File: config.mk
export PLATFORM = sky130hd
export DESIGN_NAME = register_file
export DESIGN_NICKNAME = d
export VERILOG_FILES = /design/src/rtl/register_file_pkg.sv /design/src/rtl/register_file.sv
export SDC_FILE = /design/constraint.sdc
export NUM_CORES = 2
export LEC_CHECK = 0
export ABC_CLOCK_PERIOD_IN_PS = 6800
export CAP_MARGIN = 20
export CELL_PAD_IN_SITES_DETAIL_PLACEMENT = 1
export CELL_PAD_IN_SITES_GLOBAL_PLACEMENT = 1
export CORE_AREA = 2 2 342 344
export CTS_BUF_LIST = sky130_fd_sc_hd__clkbuf_16
export CTS_CLUSTER_DIAMETER = 150
export DETAILED_ROUTE_END_ITERATION = 10
export DIE_AREA = 0 0 344 346
export GPL_ROUTABILITY_DRIVEN = 0
export PLACE_DENSITY = 0.89
export SYNTH_ARGS = -nofsm -noshare
export SYNTH_HDL_FRONTEND = slang
export SYNTH_SLANG_ARGS = --single-unit
File: constraint.sdc
create_clock -name clk_in -period 6.8 [get_ports clk_in]
set_input_delay 0.68 -clock clk_in [delete_from_list [all_inputs] [get_ports clk_in]]
set_output_delay 0.68 -clock clk_in [all_outputs]
set_load 0.005 [all_outputs]
File: src/rtl/register_file_pkg.sv
// Shared constants for the architectural register file: RoB tag sizing,
// register index width and the hard-wired zero register.
package register_file_pkg;
    localparam int ROB_BITS_DEF = 4;
    localparam int ROB_SIZE     = 1 << ROB_BITS_DEF;
    localparam int REG_IDX_W    = 5;
    localparam int DATA_W       = 32;
    localparam logic [REG_IDX_W-1:0] REG_ZERO = '0;
endpackage

File: src/rtl/register_file.sv
// Architectural register file with rename-status (busy/tag) table, commit
// write-back, issue-time renaming, flush, and commit-forwarding read ports.
module register_file
    import register_file_pkg::*;
#(
    parameter int ROB_BITS = ROB_BITS_DEF,
    parameter int NREG     = 32
) (
    input  logic                 clk_in,
    input  logic                 rst_in,
    input  logic                 rdy_in,
    input  logic                 flush,
    input  logic                 issue_valid,
    input  logic [REG_IDX_W-1:0] issue_rd,
    input  logic [ROB_BITS-1:0]  issue_rob_id,
    input  logic [REG_IDX_W-1:0] rs1,
    input  logic [REG_IDX_W-1:0] rs2,
    output logic [DATA_W-1:0]    rs1_value,
    output logic                 rs1_busy,
    output logic [ROB_BITS-1:0]  rs1_tag,
    output logic [DATA_W-1:0]    rs2_value,
    output logic                 rs2_busy,
    output logic [ROB_BITS-1:0]  rs2_tag,
    input  logic                 commit_valid,
    input  logic [REG_IDX_W-1:0] commit_rd,
    input  logic [ROB_BITS-1:0]  commit_rob_id,
    input  logic [DATA_W-1:0]    commit_value
);

    // issue_valid and commit_valid are single-cycle strobes with no ready
    // return: each asserted cycle with rdy_in high is consumed on that edge.
    logic [DATA_W-1:0]   regs [NREG];
    logic                busy [NREG];
    logic [ROB_BITS-1:0] tag  [NREG];

    logic commit_en;
    logic issue_en;

    assign commit_en = rdy_in && commit_valid && (commit_rd != REG_ZERO);
    assign issue_en  = rdy_in && issue_valid && (issue_rd != REG_ZERO) && !flush;

    always_ff @(posedge clk_in) begin
        if (rst_in) begin
            for (int i = 0; i < NREG; i++) begin
                regs[i] <= '0;
                busy[i] <= 1'b0;
                tag[i]  <= '0;
            end
        end else if (rdy_in) begin
            if (commit_en) begin
                regs[commit_rd] <= commit_value;
                if (busy[commit_rd] && (tag[commit_rd] == commit_rob_id))
                    busy[commit_rd] <= 1'b0;
            end
            // Later assignments win: flush overrides everything, issue overrides commit clear.
            if (flush) begin
                for (int i = 0; i < NREG; i++)
                    busy[i] <= 1'b0;
            end else if (issue_en) begin
                busy[issue_rd] <= 1'b1;
                tag[issue_rd]  <= issue_rob_id;
            end
        end
    end

    // Port read: x0 is constant zero, a matching commit bypasses the table,
    // and this cycle's issue rename is deliberately invisible.
    function automatic logic [DATA_W+ROB_BITS:0] read_port(input logic [REG_IDX_W-1:0] rs);
        logic [DATA_W+ROB_BITS:0] r;
        r = '0;
        if (rs == REG_ZERO) begin
            r = '0;
        end else if (commit_valid && (commit_rd == rs) && busy[rs] &&
                     (tag[rs] == commit_rob_id)) begin
            r = {commit_value, 1'b0, {ROB_BITS{1'b0}}};
        end else begin
            r = {regs[rs], busy[rs], tag[rs]};
        end
        return r;
    endfunction

    always_comb begin
        {rs1_value, rs1_busy, rs1_tag} = read_port(rs1);
        {rs2_value, rs2_busy, rs2_tag} = read_port(rs2);
    end

endmodule

== Word level (Yosys, flattened, before mapping) ==
Memories as Yosys holds them, arrays and structs flattened.
Cells that the tools add are included.

* Register bits: 0
* Memory bits (writable): 1184
* Input bits: 66
* Output and inout bits: 74
* Memories kept: 3

* Eq/ne operators: 36
* Multiplexer cells: 68
* Bitwise gates (word level): 125
* Reductions and logical operators: 21

{| class="wikitable"
|+ Memories
! memory !! depth !! width !! read ports !! clocked after Yosys merged registers in !! write ports !! line !! text
|-
| regs || 32 || 32 || 2 || 0 || 32 || register_file.sv:32 || <nowiki>logic [DATA_W-1:0] regs [NREG];</nowiki>
|-
| tag || 32 || 4 || 3 || 0 || 32 || register_file.sv:34 || <nowiki>logic [ROB_BITS-1:0] tag [NREG];</nowiki>
|-
| busy || 32 || 1 || 3 || 0 || 32 || register_file.sv:33 || <nowiki>logic busy [NREG];</nowiki>
|}

{| class="wikitable"
|+ Operator list
! cell !! count
|-
| $eq 5x5->1 const B || 31
|-
| $mux 37 || 4
|-
| $and 1x1->1 || 62
|-
| $mux 1 || 58
|-
| $mux 32 || 1
|-
| $or 1x1->1 || 32
|-
| $reduce_or 32->1 || 1
|-
| $not 1->1 || 31
|-
| $mux 5 || 4
|-
| $eq 4x4->1 || 3
|-
| $logic_and 1x1->1 || 12
|-
| $eq 5x5->1 || 2
|-
| $logic_not 5->1 || 2
|-
| $reduce_bool 5->1 || 2
|-
| $mux 4 || 1
|-
| $reduce_or 4->1 || 1
|-
| $reduce_or 1->1 || 2
|-
| $logic_not 1->1 || 1
|}

== Longest topological paths before layout ==
An unclocked memory read counts as a cell.

* Depth after elaboration: 41
* Mapped depth: 13

== Worst setup path after synthesis ==
OpenSTA, ideal clock, no wires.

* Path type: input to output
* From: in rs2[0]
* To: out rs2_value[11]
* Data arrival time: 3.255 ns
* Setup slack: 2.865 ns
* Stages: 9
* Path buffers: 5
* Cells stage by stage: buf_2 -> buf_2 -> buf_2 -> buf_4 -> buf_2 -> mux4_2 -> mux4_2 -> o211ai_1 -> mux2i_1

* Cells in the longest elaborated chain, start to end: 6

{| class="wikitable"
|+ Ends and longest elaborated chain
! what !! line !! text
|-
| start: declaration || register_file.sv:17 || <nowiki>input logic [REG_IDX_W-1:0] rs2,</nowiki>
|-
| parallel branches: the longest is 5 deep, another holds $mem_v2 32x4 || -- ||
|-
| $mux 37 * || register_file.sv:71 || <nowiki>if (rs == REG_ZERO) begin</nowiki>
|-
| end: declaration || register_file.sv:21 || <nowiki>output logic [DATA_W-1:0] rs2_value,</nowiki>
|}

Every way passes the cells marked *.

== Worst setup path in the final report ==
* From: in rs1[1]
* To: out rs1_value[13]

* Cells in the longest elaborated chain, start to end: 6

{| class="wikitable"
|+ Ends and longest elaborated chain
! what !! line !! text
|-
| start: declaration || register_file.sv:16 || <nowiki>input logic [REG_IDX_W-1:0] rs1,</nowiki>
|-
| parallel branches: the longest is 5 deep, another holds $mem_v2 32x4 || -- ||
|-
| $mux 37 * || register_file.sv:71 ||
|-
| end: declaration || register_file.sv:18 || <nowiki>output logic [DATA_W-1:0] rs1_value,</nowiki>
|}

Marks and branches as above.

==> results_dict.tcl <==
set metrics [dict create \
    grt_pass1_vias 51044 \
    synth.most_common_cell "edfxtp_1" \
    yosys.area.top_type "edfxtp_1" \
    p_leak_nw 25.6 \
    endpoint_kind "output pin" \
    worstSkewPairLatency_ps 790 \
    syn_area_per_cell_um2 15.1 \
    drt-pass1-iter-count 9 \
    die_area_um2 119000 \
    setup_viol 0 \
    vias 49202 \
    worstHoldPathType "input pin to flip-flop" \
    die_y_um 346 \
    fin_nets 4463 \
    drt_wl_total_um 276000 \
    grt_use_total 0.460 \
    async_reset_ff_frac 0 \
    dpl.hpwl_um 150000 \
    relSlewSlack 0.167 \
    slew_violations 0 \
    cts_setup_buffers 0 \
    timing.setup.tns_ps 0 \
    critical_path.max_fanout 92 \
    p_total_mw 18.6 \
    met1_usage 0.531 \
    use_met2 0.681 \
    min_period_ps 5800 \
    cts_root_buffer "clkbuf_16" \
    rows 125 \
    rsz0062_at_grt "no" \
    power_density_nw_per_um2 252 \
    grt_pass1_wl_um 382000 \
    syn-cell-area_um2 66300 \
    stdcell_area_um2 73900 \
    top_usage_layer "met2" \
    yosysWarnings 0 \
    ys.flop_type "edfxtp_1" \
    grt_overflow 0 \
    postPlaceCellArea_um2 69200 \
    area_growth_pct 11.4 \
    required_ps 6120 \
    start_kind "input pin" \
    ys_top_cells_by_area "edfxtp_1, mux4_2, and2_1" \
    clk_pin_slew_ps 60 \
    grtUsageMet3 0.187 \
    tightest_slew_ps 1250 \
    synth_top_area_frac 0.522 \
    fp.coreArea_um2 115000 \
    fillCellCount 10156 \
    wl_per_cell_um 45.7 \
    arrival_ps 5120 \
    clock_skew_ps 30.9 \
    ys_types 52 \
    ys_top_cells_by_count "edfxtp_1, and2_1, mux4_2, clkbuf_1, mux2i_1" \
    fmax_ghz 0.173 \
    synth_seq_area_share 0.531 \
    cts_tree "yes" \
    port_buffers 139 \
    via_per_inst 8.15 \
    ir_drop_v 0.000260 \
    layout-drive-gt1-share 0.268 \
    holdBufCountCts 0 \
    synth_seq_cells 1184 \
    cts_resized 0 \
    drc_errors 0 \
    die_w_um 344 \
    cap_violations 0 \
    syn_inst 4400 \
    drtIter0Drc 9621 \
    hold_violations 0 \
    ant_nets 0 \
    start_util 0.575 \
    synth-edff-count 1152 \
    min_period_over_period 0.852 \
    worstSetupPathType "input pin to output pin" \
    antenna_found_initial 23 \
    htree_levels 4 \
    io_pins 140 \
    grt_max_degree 129 \
    cts_inserted_buffers 134 \
    status "complete, no violations" \
    cts.path.max_buffers 3 \
    clock-sinks 1184 \
]
==> sequential cells by signal, summed over array words and instances, names as in the netlist <==
signal,cells
regs,1024
tag,128
busy,32
==> layout by cell type, fill, tap and decap left out, drive strengths merged, types with 24 or more instances in the layout <==
| cell type | count |
|---|---|
| edfxtp | 1152 |
| and2 | 1118 |
| mux4 | 719 |
| buf | 161 |
| mux2i | 159 |
| clkbuf | 141 |
| nor2 | 131 |
| clkdlybuf4s50 | 127 |
| a21oi | 111 |
| nand2 | 94 |
| or2 | 70 |
| clkinv | 46 |
| nand2b | 45 |
| o2111ai | 37 |
| inv | 37 |
| conb | 36 |
| a22oi | 34 |
| o211ai | 34 |
| nor4b | 33 |
| dfxtp | 32 |
| nand3 | 24 |
==> logic make-up (layout without fill, tap and decap cells) <==
logic type	after synthesis	in the layout	synth area share
multiplexers	894	894	0.271
buffers and inverters	469	527	0.0291
AND/OR/NAND/NOR	1588	1588	0.142
XOR/XNOR	20	20	0.00264
other	1	55	0.0000565
flip-flops	1184	1184	0.531
AO/OA/AOI/OAI	244	244	0.0240
==> final timing paths <==
check	from	endpoint	slack [ps]	cells past startpoint
worst max-delay path	rs1[1]	rs1_value[13]	1000	10
worst min-delay path	rst_in	tag[0][3]$_SDFFCE_PN0P_	500	1
worst max register to register	tag[30][3]$_SDFFCE_PN0P_	busy[12]$_DFF_P_	3760	8
worst min register to register	busy[0]$_DFF_P_	busy[0]$_DFF_P_	510	1
==> critical path, stage by stage <==
cell	delay [ps]
buf_8	600
mux4_2	610
mux2_2	280
o22a_1	290
and3b_1	250
nor4_1	340
o2111ai_4	650
buf_4	480
a21oi_1	230
clkdlybuf4s50_1	620
==> per-stage QoR <==
stage / hold slack [ps] / std cells / util / worst slack (ps)
2_1_floorplan: 465 / 4435 / - / 2860
3_5_place_dp: 499 / 5763 / 0.600 / 1090
5_1_grt: 523 / 6023 / 0.640 / 924
4_1_cts: 512 / 5995 / 0.636 / 1120
6_report: 500 / 6036 / 0.640 / 1000
3_3_place_gp: 493 / 5760 / 0.599 / 1230
==> area by class of cell <==
cell class | count | area (um^2) | area share
sequential | 1184 | 35200 | 0.477
inverter | 2 | 7.51 | 0.000102
clock buffer | 136 | 3400 | 0.0460
antenna | 19 | 47.5 | 0.000643
clock inverter | 96 | 777 | 0.0105
tap | 1524 | 1910 | 0.0258
multi-input combinational | 2782 | 29600 | 0.401
timing repair buffer | 293 | 2920 | 0.0395
==> layer usage <==
| metal | vias to the layer above | wire length [um] |
|---|---|---|
| met5 | - | 98 |
| met4 | 14 | 28300 |
| met3 | 1902 | 44500 |
| met2 | 5983 | 122000 |
| met1 | 24311 | 80700 |
| li1 | 16992 | - |
==> power by group <==
group	switching (mW)	internal, mW	leakage [nW]	total, mW
Sequential	0.314	8.39	11.2	8.70
Clock	3.26	4.05	2.16	7.31
Combinational	1.50	1.13	12.2	2.63
Note: power is estimated with default switching activity, not from simulation.
